$ cat src/rtl/bitstream_scheduler.sv
// Multi-lane scheduler: converts signed QUANT-bit samples into thermometer-coded
// stochastic bitstreams of BITSTREAM beats, with a one-entry pending buffer.
module bitstream_scheduler #(
    parameter int BITSTREAM = 64,
    parameter int QUANT     = 8,
    parameter int LANES     = 4
) (
    input  logic                   clk,
    input  logic                   rst,
    input  logic                   in_valid,
    output logic                   in_ready,
    input  logic [LANES*QUANT-1:0] in_data,
    output logic                   out_valid,
    input  logic                   out_ready,
    output logic [LANES-1:0]       out_bits,
    output logic                   out_first,
    output logic                   out_last,
    output logic                   busy
);

    localparam int KW = $clog2(BITSTREAM);
    localparam int QW = KW + 1;
    localparam int D  = QUANT - KW;
    localparam int RND_SHIFT = (D > 0) ? D - 1 : 0;
    localparam logic [QUANT:0]   RND      = (D > 0) ? ((QUANT+1)'(1) << RND_SHIFT) : '0;
    localparam logic [QUANT-1:0] SIGN_BIT = QUANT'(1) << (QUANT - 1);
    localparam logic [KW-1:0]    K_LAST   = KW'(BITSTREAM - 1);

    if (BITSTREAM < 2 || (BITSTREAM & (BITSTREAM - 1)) != 0) begin : g_bad_bitstream
        $error("BITSTREAM must be a power of two >= 2");
    end
    if (QUANT < KW) begin : g_bad_quant
        $error("QUANT must be >= $clog2(BITSTREAM)");
    end

    typedef enum logic {IDLE, STREAM} state_t;

    state_t          state, state_nxt;
    logic [KW-1:0]   k;
    logic            pend_valid;
    logic [QW-1:0]   act_q  [LANES];
    logic [QW-1:0]   pend_q [LANES];
    logic [QW-1:0]   in_quota [LANES];

    logic fire, last_fire, accept;
    assign fire      = out_valid && out_ready;
    assign last_fire = fire && (k == K_LAST);
    assign accept    = in_valid && in_ready;

    // Flipping the sign bit adds 2^(QUANT-1); the extra MSB keeps the rounding
    // carry so the top code reaches exactly BITSTREAM instead of wrapping.
    for (genvar i = 0; i < LANES; i++) begin : g_lane
        logic [QUANT:0] biased;
        logic [QUANT:0] rounded;
        assign biased      = {1'b0, in_data[i*QUANT +: QUANT] ^ SIGN_BIT};
        assign rounded     = biased + RND;
        assign in_quota[i] = QW'(rounded >> D);
        assign out_bits[i] = out_valid && ({1'b0, k} < act_q[i]);
    end

    // NOTE: sequential state uses non-blocking assignments so every register
    // samples pre-edge values regardless of statement order.
    always_ff @(posedge clk) begin
        if (rst) state <= IDLE;
        else     state <= state_nxt;
    end

    // NOTE: every combinational output gets a default first so no path leaves
    // it unassigned and infers a latch.
    always_comb begin
        state_nxt = state;
        case (state)
            IDLE:    if (in_valid) state_nxt = STREAM;
            STREAM:  if (last_fire && !pend_valid && !in_valid) state_nxt = IDLE;
            default: state_nxt = IDLE;
        endcase
    end

    always_comb begin
        out_valid = (state == STREAM);
        out_first = out_valid && (k == '0);
        out_last  = out_valid && (k == K_LAST);
        busy      = (state == STREAM) || pend_valid;
        in_ready  = !pend_valid;
    end

    // NOTE: the quota arrays are small register sets, so they are cleared on
    // reset like the rest of the state rather than left undefined.
    always_ff @(posedge clk) begin
        if (rst) begin
            k          <= '0;
            pend_valid <= 1'b0;
            for (int i = 0; i < LANES; i++) begin
                act_q[i]  <= '0;
                pend_q[i] <= '0;
            end
        end else if (state == IDLE) begin
            if (in_valid) begin
                act_q <= in_quota;
                k     <= '0;
            end
        end else begin
            if (last_fire) begin
                k <= '0;
                if (pend_valid) begin
                    act_q      <= pend_q;
                    pend_valid <= 1'b0;
                end else if (in_valid) begin
                    act_q <= in_quota;
                end
            end else if (fire) begin
                k <= k + KW'(1);
            end
            // On the last beat an accepted input bypasses into active instead.
            if (accept && !last_fire) begin
                pend_q     <= in_quota;
                pend_valid <= 1'b1;
            end
        end
    end

endmodule

$ cat config.mk
export PLATFORM = sky130hd
export DESIGN_NAME = bitstream_scheduler
export DESIGN_NICKNAME = d
export VERILOG_FILES = /design/src/rtl/bitstream_scheduler.sv
export SDC_FILE = /design/constraint.sdc
export NUM_CORES = 1
export LEC_CHECK = 0
export ABC_AREA = 1
export CAP_MARGIN = 40
export CELL_PAD_IN_SITES_DETAIL_PLACEMENT = 0
export CELL_PAD_IN_SITES_GLOBAL_PLACEMENT = 1
export CORE_ASPECT_RATIO = 0.9
export CORE_MARGIN = 3
export CORE_UTILIZATION = 37
export CTS_BUF_LIST = sky130_fd_sc_hd__clkbuf_4 sky130_fd_sc_hd__clkbuf_8
export DETAILED_ROUTE_END_ITERATION = 8
export PLACE_DENSITY_LB_ADDON = 0.1
export SYNTH_ARGS = -nofsm -noshare
export SYNTH_HDL_FRONTEND = slang
export SYNTH_SLANG_ARGS = --single-unit
$ cat constraint.sdc
create_clock -name clk -period 1.4 [get_ports clk]
set_input_delay 0.42 -clock clk [delete_from_list [all_inputs] [get_ports clk]]
set_output_delay 0.42 -clock clk [all_outputs]
set_load 0.02 [all_outputs]
# After elaboration in Yosys (flattened, before gate mapping)
# Index checks and enable logic that the tools add are counted.
[op_classes]
n_mul = 0
bitwise = 5
order_cmp = 4
mux = 13
n_eq_ne = 3
n_shift = 0
add_sub_neg = 5
n_reduce_logical = 22
div_mod_pow = 0
[ops]
columns = ["op", "count"]
rows = [
  ["$mux 28", 4],
  ["$add 8x2->9 const B", 4],
  ["$lt 6x7->1", 4],
  ["$mux 6", 4],
  ["$logic_and 1x1->1", 12],
  ["$add 6x1->6 const B", 1],
  ["$eq 6x6->1 const B", 1],
  ["$logic_not 6->1", 1],
  ["$reduce_and 2->1", 3],
  ["$not 1->1", 5],
  ["$mux 1", 4],
  ["$reduce_bool 2->1", 2],
  ["$logic_not 1->1", 3],
  ["$ne 3x1->1 const B", 1],
  ["$ne 2x1->1 const B", 1],
  ["$pmux 1 s2", 1],
  ["$logic_or 1x1->1", 1],
]
[totals]
in_bits = 36
reg_bits = 64
word_cells = 63
output_inout_bits = 9
ram_bits = 0
mem_count = 0
mem_bits_ro = 0
latch_bits = 0

# Logic depth before layout (Yosys ltp)
# Gate-level depths: netlist (run 1).
[logic_depth]
depth_word = 6
mapped_depth = 10
ltp_nobuf = 8

# Least setup slack after synthesis (run 1)
# No wires, ideal clock.
[synth_timing]
kind = "reg2out"
from = "register k[4]"
to = "output port out_bits[2]"
required_time_ns = 0.980
path_buffers = 0
arrival_time_ns = 1.452
path_stages_with_launch = 6
setup_slack_ns = -0.472
path_cell_list = "dfxtp_1 ha_1 a21o_1 nand2_1 o21ai_0 nor3_1"
[synth_between]
elab_chain_len = 2
[synth_rtl]
columns = ["element", "line_no", "source"]
rows = [
  ["from (decl)", "39", "logic [KW-1:0] k;"],
  ["from (signal assigned)", "112", "k <= k + KW'(1);"],
  ["$lt 6x7->1", "58", "assign out_bits[i] = out_valid && ({1'b0, k} < act_q[i]);"],
  ["$logic_and 1x1->1", "58", ""],
  ["to (decl)", "15", "output logic [LANES-1:0] out_bits,"],
]
# Every way passes these cells.

# Worst setup path in the final report (run 1)
[layout_timing]
from = "register k[5]"
to = "output port out_bits[1]"
# Same word-level chain as after synthesis.

==> flow_summary.yaml, run 1 <==
synthesis:
  ys_warn_count: 0
  syn_nets: 723
  synth_commonest_cells: "192 x nand2_1, 100 x inv_1, 75 x nor2_1"
  synth_most_common_cell: "nand2_1"
  synthArstFlopShare_pct: 0
  avgSynthCellArea_um2: 6.29
  yosysTopAreaCell: "dfxtp_1"
  yosysUniqueCellTypes: 29
  ys_ff_latch: 64
  synth.yosys.seq_area_share_pct: 30.8
  synth_top_area_share_pct: 30.8
  synthFlopType: "dfxtp_1"
  postSynthCellCount: 661
  synth_area_um2: 4160
  synth_edf_count: 0
  synthTopCellsByArea: "dfxtp_1 31%, nand2_1 17%, inv_1 9.0%, ha_1 7.8%, nor2_1 6.8%"
placement:
  place_congestion: 0.817
  place_hpwl_mm: 8.59
  post-place-ws_ns: -0.783
  portBuffers: 40
  placed_cell_area_um2: 5460
timing:
  skew_ns: 0.00684
  worst_pin_slew_ns: 0.326
  period_minus_slack_ns: 2.12
  finalCritPeriodShare_pct: 151
  slew_headroom_pct: 78.0
  hold_ws_ns: 0.493
  max_freq_mhz: 473
  timing.final.ws_setup_ns: -0.716
  rsz0062_at_grt: "yes"
  finalMaxSlewViolations: 0
  setup_viol: 70
  hold_viol: 0
critical_path:
  required_ns: 0.98
  reg2reg_slack_ns: -0.29
  cp.arrival_ns: 1.70
  cp_max_fo: 5
  start_kind: "flip-flop"
  r2r-end: "pend_q[17]"
  rr_worst_depth: 11
  crit_type: "reg2out"
  endpoint_kind: "primary output"
  reg2reg_from: "k[1]"
  crit_start: "k[5]"
layout:
  n_fill_cell: 1011
  nets: 863
  design_area_um2: 6720
  area_delta_synth_final_pct: 61.6
  drive_gt1_share_pct: 38.5
  diodes: 0
clock_network:
  htreeDepth: 3
  cts_tree: "yes"
  cts_sinks: 64
  clk_latency_ns: 0.37
  clock_path_buffers: 2
  cts-root-buf: "clkbuf_8"
  clk_pin_slew_worst_paths_ns: 0.07
  cts_buffers: 9
global_route:
  busiest_layer: "met2"
  use_met2_pct: 40.7
  antenna_found_initial: 0
  grt_max_degree: 29
  use_met1_pct: 24.5
  grt_overflow: 0
  grt_pass1_vias: 4566
  gr-usage-all-layers_pct: 21.7
  grt_pass1_wl_mm: 21.9
  met3_usage_pct: 5.01
flow_run:
  maxCapViolCount: 0
detailed_routing:
  wire_per_inst_um: 14.4
  drtAntennaViolNets: 0
  first_iter_violations: 175
  dr.pass1.iters: 4
  drc: 0
  vias: 4625
  wl_mm: 13.8
  vias_per_cell: 4.83
die:
  core_um2: 10900
  ios: 45
  initial_core_util_pct: 38.2
  num_rows: 36
  dieHeight_um: 107
  die_x_um: 118
  die_area_um2: 12600
worst_hold_path:
  min_from: "act_q[21]"
  whs_path_depth: 2
  hold_end: "act_q[21]"
  hold_class: "reg2reg"
status:
  status: "finished with violations"
  violations: "setup timing"
pwr:
  vdd_ir_drop_max_mv: 0.519
  power_density_nw_per_um2: 806
  p_leak_nw: 3.22
-- per-layer routing --
layer	wire, um	vias up
li1	-	2379
met1	5860	2137
met2	7020	74
met3	478	35
met4	448	0
met5	0	-
-- critical path, cell delays in order (launching register included) --
cell,delay [ns]
dfxtp_4,0.46
ha_4,0.23
inv_1,0.06
nor2_2,0.04
nand2_1,0.06
o21ai_1,0.07
nor3_2,0.24
buf_4,0.18
-- kinds of logic after synthesis --
family                     synth area share (%)
AOI/OAI and AO/OA                          12.5
xor gates and xnor gates                   1.47
adders and majority gates                  7.82
buffers and inverters                      13.1
DFF                                        30.8
and+or+nand+nor                            34.3
-- state kept, by name, summed over array words and instances (netlist names) --
signal,count
act_q,28
pend_q,28
k,6
pend_valid,1
out_valid,1
-- report_power, final --
part / internal (mW) / switching (mW) / total, mW
logic: 0.896 / 0.955 / 1.85
registers: 1.97 / 0.0945 / 2.06
clock network: 0.745 / 0.763 / 1.51
-- cell type report --
type                            count  area (um2)  area share [%]
Multi-Input combinational cell    471        3040            45.2
Timing Repair Buffer              151        1600            23.9
Sequential cell                    64        1310            19.5
Inverter                          104         400            5.95
Tap cell                          152         190            2.83
Clock buffer                       13         160            2.38
Clock inverter                      3        17.5           0.261
-- layout by cell type (no fill, tap or decap), types with 14 or more instances in the layout --
cell type	n
dfxtp_1	49
nand2_4	19
a21oi_1	16
o21ai_2	16
nand2_2	34
inv_1	88
nor2_1	57
a21oi_2	25
clkdlybuf4s50_1	31
nand3_1	46
ha_1	14
nor2_2	15
buf_4	84
nand2_1	144
-- through the flow --
stage               power, mW  util [%]  std cells  setup TNS (ns)
floorplan                2.83         -        661          -0.993
global placement         3.39      50.1        915          -28.45
detailed placement       3.42      50.1        915          -29.63
CTS                      5.24      57.6        956          -27.53
global route             5.73      61.7        958          -22.78
finish                   5.42      61.7        958          -18.69
-- timing repair --
item,4_1_cts,5_1_grt
setup endpoints to repair,70,72
resized for setup,143,127
pin swaps,11,36
buffers inserted,14,6
hold buffers,0,0
cloned,11,2
-- worst max-delay path by stage --
stage / cells past startpoint / end
floorplan: 5 / out_bits[0]
global placement: 6 / out_bits[1]
detailed placement: 7 / out_bits[1]
CTS: 7 / out_bits[1]
global route: 6 / out_bits[1]
finish: 7 / out_bits[1]
Power figures use the tool's default switching activity.
==> run 2: changes to the inputs <==
--- a/config.mk
+++ b/config.mk
@@ -5,16 +5,17 @@
 export SDC_FILE = /design/constraint.sdc
 export NUM_CORES = 1
 export LEC_CHECK = 0
-export ABC_AREA = 1
+export ABC_AREA = 0
 export CAP_MARGIN = 40
 export CELL_PAD_IN_SITES_DETAIL_PLACEMENT = 0
 export CELL_PAD_IN_SITES_GLOBAL_PLACEMENT = 1
 export CORE_ASPECT_RATIO = 0.9
 export CORE_MARGIN = 3
-export CORE_UTILIZATION = 37
+export CORE_UTILIZATION = 39
 export CTS_BUF_LIST = sky130_fd_sc_hd__clkbuf_4 sky130_fd_sc_hd__clkbuf_8
 export DETAILED_ROUTE_END_ITERATION = 8
 export PLACE_DENSITY_LB_ADDON = 0.1
+export SKIP_CTS_REPAIR_TIMING = 1
 export SYNTH_ARGS = -nofsm -noshare
 export SYNTH_HDL_FRONTEND = slang
 export SYNTH_SLANG_ARGS = --single-unit
==> run 2 against run 1 <==
Compared with the run above: the run still ends with setup timing left; cell area shrank 9.4%; fmax shrank 3.2%; setup slack lost 0.071 ns; hold slack lost 0.045 ns; die area shrank 18%; clock skew grew 0.0093 ns; first-iteration DRC count grew 12%; clock power grew 12%; non-clock buffer count grew 9; critical path depth shrank 1; cell count shrank 29%; sequential power shrank 2%.
==> flow_summary.yaml, run 2 <==
layout:
  nets: 622
  post-route-util_pct: 69.8
  diodes: 0
  instances_no_fill: 684
  design_area_um2: 6090
  area_delta_synth_final_pct: 71.3
  drive_gt1_share_pct: 47.4
  layout_common_cells: "90 x buf_4, 57 x dfxtp_1, 33 x inv_1, 28 x clkdlybuf4s50_1, 24 x nand2_1"
  final_common_cell: "buf_4"
  reg_top3: "act_q: 28 flops, pend_q: 28 flops, k: 6 flops"
die:
  core_um2: 8730
  ios: 45
  num_rows: 32
  dieHeight_um: 96.6
  die_area_um2: 10300
  initial_core_util_pct: 40.7
  die_x_um: 107
global_route:
  grt_max_degree: 54
  antenna_found_initial: 0
  grt_overflow: 0
  grt_pass1_wl_mm: 15.7
  gr-usage-all-layers_pct: 19.7
  grt_pass1_vias: 3148
status:
  violations: "setup timing"
  status: "finished with violations"
critical_path:
  slowest_delay_ns: 0.42
  crit_chain: "ha_4 -> a21o_1 -> a31oi_1 -> o21ai_1 -> a31oi_2 -> buf_4"
  start_kind: "flip-flop"
  crit_type: "reg2out"
  endpoint_kind: "primary output"
  required_ns: 0.98
  cpMaxStageDelayCell: "dfxtp_4"
  reg2reg_slack_ns: -0.51
  cp.arrival_ns: 1.77
  cp_max_fo: 5
timing:
  max_freq_mhz: 457
  fin_setup_tns_ns: -29.50
  timing.final.ws_setup_ns: -0.787
  skew_ns: 0.0162
  period_minus_slack_ns: 2.19
  finalMaxSlewViolations: 0
  worst_pin_slew_ns: 0.449
  setup_viol: 70
  hold_viol: 0
  slew_headroom_pct: 69.9
  rsz0062_at_grt: "yes"
  finalCritPeriodShare_pct: 156
detailed_routing:
  vias: 3636
  drtAntennaViolNets: 0
  drc: 0
  first_iter_violations: 196
  dr.pass1.iters: 4
  wl_mm: 12.1
  vias_per_cell: 5.32
  wire_per_inst_um: 17.6
synthesis:
  synth_top_area_share_pct: 36.0
  synth_commonest_cells: "64 x dfxtp_1, 35 x inv_1, 35 x nor2_1"
  ys_ff_latch: 64
  yosysTopAreaCell: "dfxtp_1"
  synthTopCellsByArea: "dfxtp_1 36%, ha_1 9.1%, a221oi_1 5.4%, xor2_1 3.9%, inv_1 3.7%"
  avgSynthCellArea_um2: 8.61
  ys_warn_count: 0
  synthFlopType: "dfxtp_1"
  yosysUniqueCellTypes: 42
  syn_nets: 475
  synthArstFlopShare_pct: 0
  synth_edf_count: 0
  synth.yosys.seq_area_share_pct: 36.0
  synth_most_common_cell: "dfxtp_1"
  synth_area_um2: 3560
  postSynthCellCount: 413
clock_network:
  cts_buffers: 9
  clk_latency_ns: 0.36
  htreeDepth: 3
  cts_tree: "yes"
  clock_path_buffers: 2
  clk_pin_slew_worst_paths_ns: 0.08
  cts-root-buf: "clkbuf_8"
  cts_sinks: 64
placement:
  portBuffers: 40
  placed_cell_area_um2: 4830
  place_inst: 640
  place_hpwl_mm: 7.19
  post-place-ws_ns: -0.889
  place_congestion: 0.868
pwr:
  power_density_nw_per_um2: 858
  vdd_ir_drop_max_mv: 0.556
  p_leak_nw: 2.45
worst_hold_path:
  hold_class: "in2reg"
flow_run:
  maxCapViolCount: 0
run 2: cell types whose count changed after synthesis, sizes merged, moves of 12 or more:
cell,previous run,this run
nor2,76,35
xor2,3,16
nand2,198,33
a211oi,0,18
nand3,51,19
o21ai,32,15
o21bai,4,16
inv,104,35
a21oi,44,20
a221oi,0,24
run 2: layer usage:
layer | share of wire [%] | track usage [%]
met1 | 46 | 28.7
met2 | 46 | 29.9
met3 | 5.1 | 2.66
met4 | 2.4 | 6.50
met5 | 0 | 0
run 2: metrics by stage:
| stage | power [mW] | hold WS [ns] |
|---|---|---|
| 2_1_floorplan | 2.61 | 0.433 |
| 3_3_place_gp | 3.13 | 0.439 |
| 3_5_place_dp | 3.15 | 0.444 |
| 4_1_cts | 4.81 | 0.391 |
| 5_1_grt | 5.45 | 0.446 |
| 6_report | 5.22 | 0.447 |
run 2: final cells by class:
class	instances	area (um2)
clock buffer	10	138
clock inverter	6	67.6
fill	689	2640
inverter	35	131
multi-input combinational	290	2730
sequential	64	1300
tap	119	149
timing repair buffer	160	1580
run 2: kinds of logic after synthesis:
| kind of cell | after synthesis | share of synthesized area, % |
|---|---|---|
| AOI/OAI and AO/OA | 121 | 25.4 |
| and+or+nand+nor | 118 | 15.6 |
| DFF | 64 | 36.0 |
| buffers and inverters | 59 | 7.60 |
| adders and majority gates | 26 | 9.15 |
| xor gates and xnor gates | 23 | 5.66 |
| muxes | 2 | 0.598 |
run 2: critical path, delay by kind of cell, from the launching register on:
kind	cells	cell delay, ns
adders and majority gates	1	0.22
DFF	1	0.42
buffers and inverters	1	0.17
AOI/OAI and AO/OA	4	0.61
run 2: worst paths after layout:
path / from / end / cells past startpoint
worst max-delay path: k[2] / out_bits[2] / 6
worst min-delay path: rst / k[0] / 4
worst max register to register: k[1] / pend_q[16] / 10
worst min register to register: pend_q[0] / pend_q[0] / 2
run 2: where the power goes:
group | internal [mW] | switching, mW | leakage (nW)
sequential | 1.94 | 0.0833 | 0.530
clock | 0.874 | 0.817 | 0.0951
combinational | 0.785 | 0.728 | 1.83
total | 3.60 | 1.63 | 2.45
